File: config.mk
export PLATFORM = sky130hd
export DESIGN_NAME = arb_grant_ctrl
export DESIGN_NICKNAME = d
export VERILOG_FILES = /design/src/rtl/arb_pkg.sv /design/src/rtl/arb_rr_picker.sv /design/src/rtl/arb_grant_ctrl.sv
export SDC_FILE = /design/constraint.sdc
export NUM_CORES = 1
export LEC_CHECK = 0
export BUFFER_PORTS_ARGS = -buffer_cell sky130_fd_sc_hd__clkbuf_2
export CAP_MARGIN = 20
export CORE_ASPECT_RATIO = 1.5
export CORE_MARGIN = 3
export CORE_UTILIZATION = 54
export CTS_CLUSTER_DIAMETER = 30
export DETAILED_ROUTE_END_ITERATION = 6
export PLACE_DENSITY = 0.73
export SETUP_SLACK_MARGIN = 0.3
export SLEW_MARGIN = 10
export SYNTH_ARGS = -nofsm -noshare
export SYNTH_HDL_FRONTEND = slang
export SYNTH_SLANG_ARGS = --single-unit
File: constraint.sdc
create_clock -name clk -period 6.5 [get_ports clk]
set_clock_uncertainty 0.2 [all_clocks]
set_input_delay 0.325 -clock clk [delete_from_list [all_inputs] [get_ports clk]]
set_output_delay 0.325 -clock clk [all_outputs]
set_load 0.05 [all_outputs]
File: src/rtl/arb_pkg.sv
// Shared state encoding, default sizing and small helpers for the
// round-robin grant controller.
package arb_pkg;

  typedef enum logic [1:0] {
    IDLE  = 2'd0,
    WAIT  = 2'd1,
    GRANT = 2'd2
  } arb_state_e;

  localparam int DEF_NUM_REQ  = 4;
  localparam int DEF_MIN_LAT  = 2;
  localparam int DEF_MAX_LAT  = 5;
  localparam int DEF_MAX_HOLD = 8;

  // Index increment that wraps from n-1 back to 0.
  function automatic int wrap_inc(input int idx, input int n);
    return (idx + 1 >= n) ? 0 : idx + 1;
  endfunction

endpackage

File: src/rtl/arb_rr_picker.sv
// Combinational round-robin picker: first set bit of req_mask_i found when
// scanning upward from rr_ptr_i and wrapping past the top index.
module arb_rr_picker
  import arb_pkg::*;
#(
  parameter int NUM_REQ = DEF_NUM_REQ
) (
  input  logic [NUM_REQ-1:0]         req_mask_i,
  input  logic [$clog2(NUM_REQ)-1:0] rr_ptr_i,
  output logic                       valid_o,
  output logic [$clog2(NUM_REQ)-1:0] index_o
);

  localparam int IDX_W = $clog2(NUM_REQ);

  // Scan from the farthest offset down so the nearest requester is written last.
  always_comb begin
    int cand;
    valid_o = 1'b0;
    index_o = '0;
    cand    = 0;
    for (int k = NUM_REQ - 1; k >= 0; k--) begin
      cand = (int'(rr_ptr_i) + k) % NUM_REQ;
      if (req_mask_i[IDX_W'(cand)]) begin
        valid_o = 1'b1;
        index_o = IDX_W'(cand);
      end
    end
  end

endmodule

File: src/rtl/arb_grant_ctrl.sv
// Round-robin grant controller with a fixed request-to-grant latency,
// bounded grant hold time and per-master latency-violation flags.
module arb_grant_ctrl
  import arb_pkg::*;
#(
  parameter int NUM_REQ  = DEF_NUM_REQ,
  parameter int MIN_LAT  = DEF_MIN_LAT,
  parameter int MAX_LAT  = DEF_MAX_LAT,
  parameter int MAX_HOLD = DEF_MAX_HOLD
) (
  input  logic                       clk,
  input  logic                       rst_n,
  input  logic [NUM_REQ-1:0]         req_i,
  output logic [NUM_REQ-1:0]         grant_o,
  output logic [$clog2(NUM_REQ)-1:0] grant_id_o,
  output logic                       busy_o,
  output logic [NUM_REQ-1:0]         lat_err_o
);

  localparam int IDX_W  = $clog2(NUM_REQ);
  localparam int WAIT_W = $clog2(MIN_LAT);
  localparam int HOLD_W = $clog2(MAX_HOLD + 1);
  localparam int AGE_W  = $clog2(MAX_LAT + 2);

  localparam logic [WAIT_W-1:0] WAIT_LAST = WAIT_W'(MIN_LAT - 2);
  localparam logic [HOLD_W-1:0] HOLD_LAST = HOLD_W'(MAX_HOLD - 1);
  localparam logic [AGE_W-1:0]  AGE_MAX   = AGE_W'(MAX_LAT + 1);

  if (NUM_REQ < 2 || NUM_REQ > 8 || MIN_LAT < 2 || MIN_LAT > MAX_LAT ||
      MAX_HOLD < 1) begin : g_bad_params
    $error("arb_grant_ctrl: illegal NUM_REQ/MIN_LAT/MAX_LAT/MAX_HOLD combination");
  end

  arb_state_e                     state_q, state_d;
  logic [IDX_W-1:0]               winner_q, winner_d;
  logic [IDX_W-1:0]               rr_ptr_q, rr_ptr_d;
  logic [WAIT_W-1:0]              wait_cnt_q, wait_cnt_d;
  logic [HOLD_W-1:0]              hold_cnt_q, hold_cnt_d;
  logic [NUM_REQ-1:0]             grant_q, grant_d;
  logic [IDX_W-1:0]               grant_id_q, grant_id_d;
  logic                           busy_q, busy_d;
  logic [NUM_REQ-1:0]             lat_err_q, lat_err_d;
  logic [NUM_REQ-1:0][AGE_W-1:0]  age_q, age_d;

  logic [NUM_REQ-1:0]             winner_oh;
  logic [IDX_W-1:0]               next_ptr;
  logic [NUM_REQ-1:0]             pick_mask;
  logic [IDX_W-1:0]               pick_ptr;
  logic                           pick_valid;
  logic [IDX_W-1:0]               pick_idx;

  // While granting, the picker looks for the next winner with the current
  // holder masked out, which also pushes a forced-released master to the back.
  always_comb begin
    winner_oh           = '0;
    winner_oh[winner_q] = 1'b1;
    next_ptr            = IDX_W'(wrap_inc(int'(winner_q), NUM_REQ));
    if (state_q == GRANT) begin
      pick_mask = req_i & ~winner_oh;
      pick_ptr  = next_ptr;
    end else begin
      pick_mask = req_i;
      pick_ptr  = rr_ptr_q;
    end
  end

  arb_rr_picker #(
    .NUM_REQ (NUM_REQ)
  ) u_picker (
    .req_mask_i (pick_mask),
    .rr_ptr_i   (pick_ptr),
    .valid_o    (pick_valid),
    .index_o    (pick_idx)
  );

  always_comb begin
    state_d    = state_q;
    winner_d   = winner_q;
    rr_ptr_d   = rr_ptr_q;
    wait_cnt_d = wait_cnt_q;
    hold_cnt_d = hold_cnt_q;
    grant_d    = grant_q;
    grant_id_d = grant_id_q;
    case (state_q)
      IDLE: begin
        if (pick_valid) begin
          state_d    = WAIT;
          winner_d   = pick_idx;
          wait_cnt_d = '0;
        end
      end
      WAIT: begin
        if (!req_i[winner_q]) begin
          state_d = IDLE;
        end else if (wait_cnt_q == WAIT_LAST) begin
          state_d    = GRANT;
          grant_d    = winner_oh;
          grant_id_d = winner_q;
          hold_cnt_d = '0;
        end else begin
          wait_cnt_d = wait_cnt_q + 1'b1;
        end
      end
      GRANT: begin
        if (!req_i[winner_q] || hold_cnt_q == HOLD_LAST) begin
          grant_d    = '0;
          grant_id_d = '0;
          rr_ptr_d   = next_ptr;
          if (pick_valid) begin
            state_d    = WAIT;
            winner_d   = pick_idx;
            wait_cnt_d = '0;
          end else begin
            state_d = IDLE;
          end
        end else begin
          hold_cnt_d = hold_cnt_q + 1'b1;
        end
      end
      default: begin
        state_d = IDLE;
      end
    endcase
    busy_d = (state_d != IDLE);
  end

  // Age saturates one past MAX_LAT so the violation flag fires once per wait.
  always_comb begin
    age_d     = age_q;
    lat_err_d = '0;
    for (int i = 0; i < NUM_REQ; i++) begin
      if (!req_i[i] || grant_q[i]) begin
        age_d[i] = '0;
      end else if (age_q[i] != AGE_MAX) begin
        age_d[i] = age_q[i] + 1'b1;
        if (age_q[i] == AGE_MAX - 1'b1) begin
          lat_err_d[i] = 1'b1;
        end
      end
    end
  end

  always_ff @(posedge clk or negedge rst_n) begin
    if (!rst_n) begin
      state_q    <= IDLE;
      winner_q   <= '0;
      rr_ptr_q   <= '0;
      wait_cnt_q <= '0;
      hold_cnt_q <= '0;
      grant_q    <= '0;
      grant_id_q <= '0;
      busy_q     <= 1'b0;
      lat_err_q  <= '0;
      age_q      <= '0;
    end else begin
      state_q    <= state_d;
      winner_q   <= winner_d;
      rr_ptr_q   <= rr_ptr_d;
      wait_cnt_q <= wait_cnt_d;
      hold_cnt_q <= hold_cnt_d;
      grant_q    <= grant_d;
      grant_id_q <= grant_id_d;
      busy_q     <= busy_d;
      lat_err_q  <= lat_err_d;
      age_q      <= age_d;
    end
  end

  assign grant_o    = grant_q;
  assign grant_id_o = grant_id_q;
  assign busy_o     = busy_q;
  assign lat_err_o  = lat_err_q;

endmodule

* Yosys cells after proc, flatten, opt, wreduce, memory -nomap -nowiden
Index checks and enable logic that the tools add are counted.
** Word-level totals
- Flip-flop bits (word level) :: 34
- Input bits :: 6
- Word-level logic and storage cells :: 145
** Operators by class
- Add/sub/neg operators :: 10
- Magnitude comparators :: 7
- Eq/ne operators :: 15
- Multiplexer cells :: 73
- Bitwise gates (word level) :: 2
- Reductions and logical operators :: 25
** Operators by type and width (count)
- $mux W1 :: 31
- $mux W2 :: 15
- $mux W4 :: 7
- $mux W3 :: 8
- $lt A2 B4 Y1 const B :: 4
- $pmux W4 S2 :: 2
- $reduce_bool A2 Y1 :: 7
- $add A3 B1 Y3 const B :: 4
- $eq A3 B3 Y1 const B :: 4
- $ne A3 B3 Y1 const B :: 4
- $bmux W1 S2 :: 5
- $pmux W2 S2 :: 2
- $reduce_and A4 Y1 :: 2
- $ne A2 B2 Y1 const B :: 3
- $pmux W2 S3 :: 1
- $logic_not A1 Y1 :: 5
- $logic_or A1 B1 Y1 :: 5
- $add A2 B2 Y2 const B :: 2
- $add A4 B1 Y4 const B :: 1
- $and A4 B4 Y4 :: 1
- $eq A4 B3 Y1 const B :: 1
- $not A4 Y4 :: 1
- $reduce_and A2 Y1 :: 2
- $add A2 B1 Y3 const B :: 1
- other kinds (14) :: 14

* Logic depth before layout (Yosys ltp)
- Word-level depth :: 18
- Gate-level depth with buffers :: 8

* Cells and area by module
Synthesis repeated with hierarchy kept, for this count alone.
** Second synthesis, totals
- Cell total of the unflattened synthesis :: 185
- Area, all modules :: 1905.6 µm²
** Modules (own cells, without submodules)
- arb_grant_ctrl :: instances 1, cells an instance 172, area each 1828.0 µm², sequential area each 825.8 µm²
- arb_rr_picker :: instances 1, cells an instance 13, area each 77.6 µm², sequential area each 0.0 µm²

* Worst setup path before layout
No wires, ideal clock.
- Kind :: register -> register
- From :: register winner_q[0]
- To :: register grant_id_q[0], in the netlist grant_id_o[0]
- Setup time :: 0.125 ns
- Arrival time :: 1.755 ns
- Data required time :: 6.175 ns
- Slack :: 4.420 ns
- Stages on the path, launching flop included :: 6
- Period minus slack after synthesis :: 2.080 ns
- Cell sequence :: dfrtp_1 > mux4_2 > nand2b_4 > and3_4 > buf_6 > mux2_4
** Between the ends
- Cells in the longest elaborated chain, start to end :: 6
- Elaborated cells between the ends (all ways) :: 10
- Those cells by class :: eq/ne: 2; mux: 5; reduce/logical: 3
** RTL lines
- start, declared :: line arb_grant_ctrl.sv:35 : logic [IDX_W-1:0] winner_q, winner_d;
- start signal, assigned :: line arb_grant_ctrl.sv:157 : winner_q <= winner_d;
- $bmux W1 S2 :: line arb_grant_ctrl.sv:93, arb_grant_ctrl.sv:105
- $mux W1 (not written as such) :: line arb_grant_ctrl.sv:93, arb_grant_ctrl.sv:105
- $logic_not A1 Y1 :: line arb_grant_ctrl.sv:105 : if (!req_i[winner_q] || hold_cnt_q == HOLD_LAST) begin
- $logic_or A1 B1 Y1 :: line arb_grant_ctrl.sv:105
- $ne A2 B1 Y1 (no line)
- $reduce_and A4 Y1 (no line)
- end signal, assigned :: line arb_grant_ctrl.sv:162 : grant_id_q <= grant_id_d;
- end, declared :: line arb_grant_ctrl.sv:40 : logic [IDX_W-1:0] grant_id_q, grant_id_d;
Parallel ways exist; a longest one is shown, timed or not. The select of a mux whose other input is x is not followed.
A chain may end at the register's enable or synchronous reset.

* Worst setup path after layout
- From :: register state_q[0]
- To :: register winner_q[1]
** Between the ends
- Cells in the longest elaborated chain, start to end :: 13
- Elaborated cells between the ends (all ways) :: 33
- Those cells by class :: add/sub: 3; eq/ne: 2; mux: 25; reduce/logical: 3
** RTL lines
- start, declared :: line arb_grant_ctrl.sv:34 : arb_state_e state_q, state_d;
- start signal, assigned :: line arb_grant_ctrl.sv:156 : state_q <= state_d;
- $eq A2 B2 Y1 :: line arb_grant_ctrl.sv:58, arb_grant_ctrl.sv:84
- $mux W2 :: line arb_grant_ctrl.sv:58 : if (state_q == GRANT) begin
- $add A2 B2 Y2 :: line arb_rr_picker.sv:23 : cand = (int'(rr_ptr_i) + k) % NUM_REQ;
- $bmux W1 S2 :: line arb_rr_picker.sv:24 : if (req_mask_i[IDX_W'(cand)]) begin
- $mux W1 (not written as such) (2 in a row) :: line arb_rr_picker.sv:24
- $mux W2 / $mux W1 (equally long branches) (4 in a row) :: line arb_rr_picker.sv:24
- $mux W2 :: line arb_grant_ctrl.sv:86, arb_grant_ctrl.sv:109
- $mux W2 :: line arb_grant_ctrl.sv:105
- $pmux W2 S2 :: line arb_grant_ctrl.sv:84 : case (state_q)
Parallel ways exist; a longest one is shown, timed or not. The select of a mux whose other input is x is not followed.

==> impl_metrics.py <==
metrics = {
    "outcome": {
        "status": "complete, no violations",
    },
    "synthesis": {
        "yosysWarnings": 0,
        "ys_ff_latch": 33,
        "ys_types": 42,
        "avgSynthCellArea_um2": 9.83,
        "syn_nets": 226,
        "synth-main-ff-cell": "dfrtp_1",
        "seq_area_frac_synth_pct": 42.2,
        "syn-instance-count": 199,
        "synth_edf_count": 0,
        "postSynth.asyncResetShare_pct": 100,
        "syn-cell-area_mm2": 0.00196,
    },
    "sta": {
        "worstMarginPinSlew_ns": 0.803,
        "timing.hold.ws_ns": 0.183,
        "finalSetupViolCount": 0,
        "fin_setup_tns_ns": 0,
        "period_share_pct": 39.8,
        "fmax_mhz": 386,
        "layout_min_cycle_time_ns": 2.59,
        "hold_violations": 0,
        "maxSlewHeadroom_pct": 46.5,
        "rsz0062_at_grt": "false",
        "slew_viol_final": 0,
    },
    "route": {
        "ant_nets": 0,
        "firstDrtPassIters": 4,
        "post_drt_wl_per_cell_um": 14.5,
        "drt-initial-drc-count": 38,
        "vias": 1488,
        "wirelength_mm": 3.79,
        "vias_per_cell": 5.68,
        "drcViolationCount": 0,
    },
    "global_route": {
        "grt_overflow_total": 0,
        "grt_pass1_wl_mm": 6.22,
        "grt_pass1_vias": 1429,
        "grt_max_degree": 34,
        "grt.total_usage_pct": 19.0,
        "antenna_found_initial": 0,
    },
    "clocking": {
        "cts.sinks": 33,
        "worstSkewPairLatency_ns": 0.28,
        "cts_buffers": 5,
        "clock_path_buffers": 2,
        "cts_tree": "yes",
        "ctsResizeCount": 0,
        "clk_pin_slew_ns": 0.06,
        "cts_root_buffer": "clkbuf_8",
        "htree_levels": 2,
    },
    "worst_setup_path": {
        "reg2reg_from": "state_q[0]$_DFF_PN0_",
        "required_ns": 6.47,
        "worstPathMaxFanout": 24,
        "rrSetupSlack_ns": 3.91,
        "criticalPathCategory": "reg -> reg",
        "crit_path_end_kind": "flop",
        "endpoint": "winner_q[1]$_DFFE_PN0P_",
        "crit_path_start": "state_q[0]$_DFF_PN0_",
        "critPathArrivalTime_ns": 2.56,
        "timing.rr.end": "winner_q[1]$_DFFE_PN0P_",
        "r2r_cells": 7,
        "cp-start-kind": "flop",
    },
    "floorplan": {
        "start_util_pct": 56.7,
        "rows": 26,
        "die-area_mm2": 0.00440,
        "die_w_um": 55.2,
        "die_h_um": 79.7,
        "core_area_mm2": 0.00345,
        "pin_count": 17,
    },
    "final_layout": {
        "drive_gt1_share_pct": 15.9,
        "diodes": 0,
        "syn2layout_area_growth_pct": 10.7,
        "nets": 247,
    },
    "worst_hold_path": {
        "holdCritPathClass": "in -> reg",
    },
    "run": {
        "drv_cap": 0,
    },
    "place": {
        "gp_congestion": 0.851,
        "hpwl_mm": 2.84,
        "io_buffers": 16,
    },
    "power_and_ir_drop": {
        "cellLeakagePower_nw": 1.04,
        "p_per_area_mw_per_mm2": 417,
        "max-vdd-ir-drop_mv": 0.291,
    },
}
==> critical path: stages, from the launching register on <==
cell and delay, ns:
dfrtp_1 0.43, inv_1 0.10, ha_1 0.63, o21ai_0 0.35
o22ai_1 0.26, a21oi_1 0.11, a2bb2oi_1 0.13, mux2_2 0.25
==> sequential cells by signal, indices dropped and copies added (netlist names) <==
name / cells
age_q: 12
rr_ptr_q: 2
hold_cnt_q: 4
winner_q: 2
grant_id_o: 2
state_q: 2
grant_o: 4
lat_err_o: 4
busy_o: 1
==> routing by layer <==
metal | up-vias | track usage, % | part of all wire (%)
met1 | 707 | 21.6 | 42
li1 | 731 | - | -
met5 | - | 0 | 0
met4 | 0 | 7.06 | 1.8
met3 | 8 | 3.93 | 4.0
met2 | 42 | 33.4 | 52
==> through the flow <==
| step | setup WS [ns] | util, % | total power [mW] | std cells | area [um2] |
|---|---|---|---|---|---|
| after CTS | 3.95 | 62.8 | 0.912 | 262 | 2170 |
| after detailed placement | 3.96 | 60.1 | 0.756 | 254 | 2070 |
| final | 3.91 | 62.8 | 0.904 | 262 | 2170 |
| after floorplan | 4.42 | - | 0.670 | 199 | 1960 |
| after global placement | 4.15 | 60.1 | 0.733 | 254 | 2070 |
| after global routing | 3.70 | 62.8 | 0.974 | 262 | 2170 |
==> layout make-up <==
class / count / area, um2
clock buffer: 7 / 86.3
multi-input combinational: 147 / 1050
timing repair buffer: 17 / 90.1
inverter: 16 / 60.1
fill: 302 / 1280
sequential: 33 / 826
tap: 42 / 52.6
==> worst min-delay path by stage <==
stage | startpoint | slack [ns] | to | cells past startpoint
after floorplan | rst_n | -0.17 | age_q[0]$_DFFE_PN0P_ | 0
after global placement | rst_n | 0.24 | lat_err_o[2]$_DFF_PN0_ | 1
after detailed placement | rst_n | 0.25 | age_q[2]$_DFFE_PN0P_ | 1
after CTS | req_i[3] | 0.18 | age_q[9]$_DFFE_PN0P_ | 3
after global routing | req_i[3] | 0.22 | age_q[9]$_DFFE_PN0P_ | 3
final | req_i[3] | 0.18 | age_q[9]$_DFFE_PN0P_ | 3
==> placed cells by master (no fill, tap or decap), types with 2 or more instances in the layout <==
cell	instances
dfrtp_1	33
ha_1	21
nand2_1	19
nor2_1	17
inv_1	16
clkbuf_2	16
nand2b_1	8
a21oi_1	8
nor3_1	8
nor2b_1	7
o21ai_0	7
clkbuf_8	6
o31ai_1	4
nand3_1	4
a211oi_1	4
a31o_2	4
xnor2_1	4
nand3b_1	2
and3_1	2
mux2_2	2
mux2_4	2
o22ai_1	2
mux2i_1	2
a311oi_1	2
a22o_1	2
==> cells in the mapped netlist, drive strengths merged (2+ instances only) <==
library cell | n | area [um2]
a211oi | 4 | 30.0
a21oi | 8 | 40.0
a22o | 2 | 17.5
a311oi | 2 | 17.5
a31o | 4 | 35.0
and3 | 3 | 23.8
buf | 2 | 15.0
dfrtp | 33 | 826
ha | 21 | 263
inv | 16 | 60.1
mux2 | 4 | 52.6
mux2i | 2 | 20.0
nand2 | 19 | 71.3
nand2b | 9 | 63.8
nand3 | 4 | 20.0
nand3b | 2 | 15.0
nor2 | 17 | 63.8
nor2b | 7 | 43.8
nor3 | 8 | 40.0
o21ai | 7 | 35.0
o22ai | 2 | 12.5
o31ai | 4 | 30.0
xnor2 | 4 | 35.0
==> cell families (layout without fill, tap and decap cells) <==
group	count (synthesis)	in the layout	synth area share [%]
adders and majority gates	21	21	13.4
buffers and inverters	19	40	4.03
AOI/OAI and AO/OA	40	40	14.1
muxes	7	7	4.86
DFF	33	33	42.2
and+or+nand+nor	75	75	19.6
xor gates and xnor gates	4	4	1.79
==> report_power, final <==
group | switching, mW | internal [mW] | leakage (nW)
combinational | 0.259 | 0.179 | 0.559
sequential | 0.0533 | 0.262 | 0.437
clock | 0.0670 | 0.0838 | 0.0443
total | 0.380 | 0.525 | 1.04
==> what timing repair did <==
item	in CTS	in global routing
hold buffers	1	0
setup endpoints to repair	0	0
buffers inserted	0	0
endpoints found under the hold margin	33	0
No activity file was read; power rests on OpenSTA's default activity.
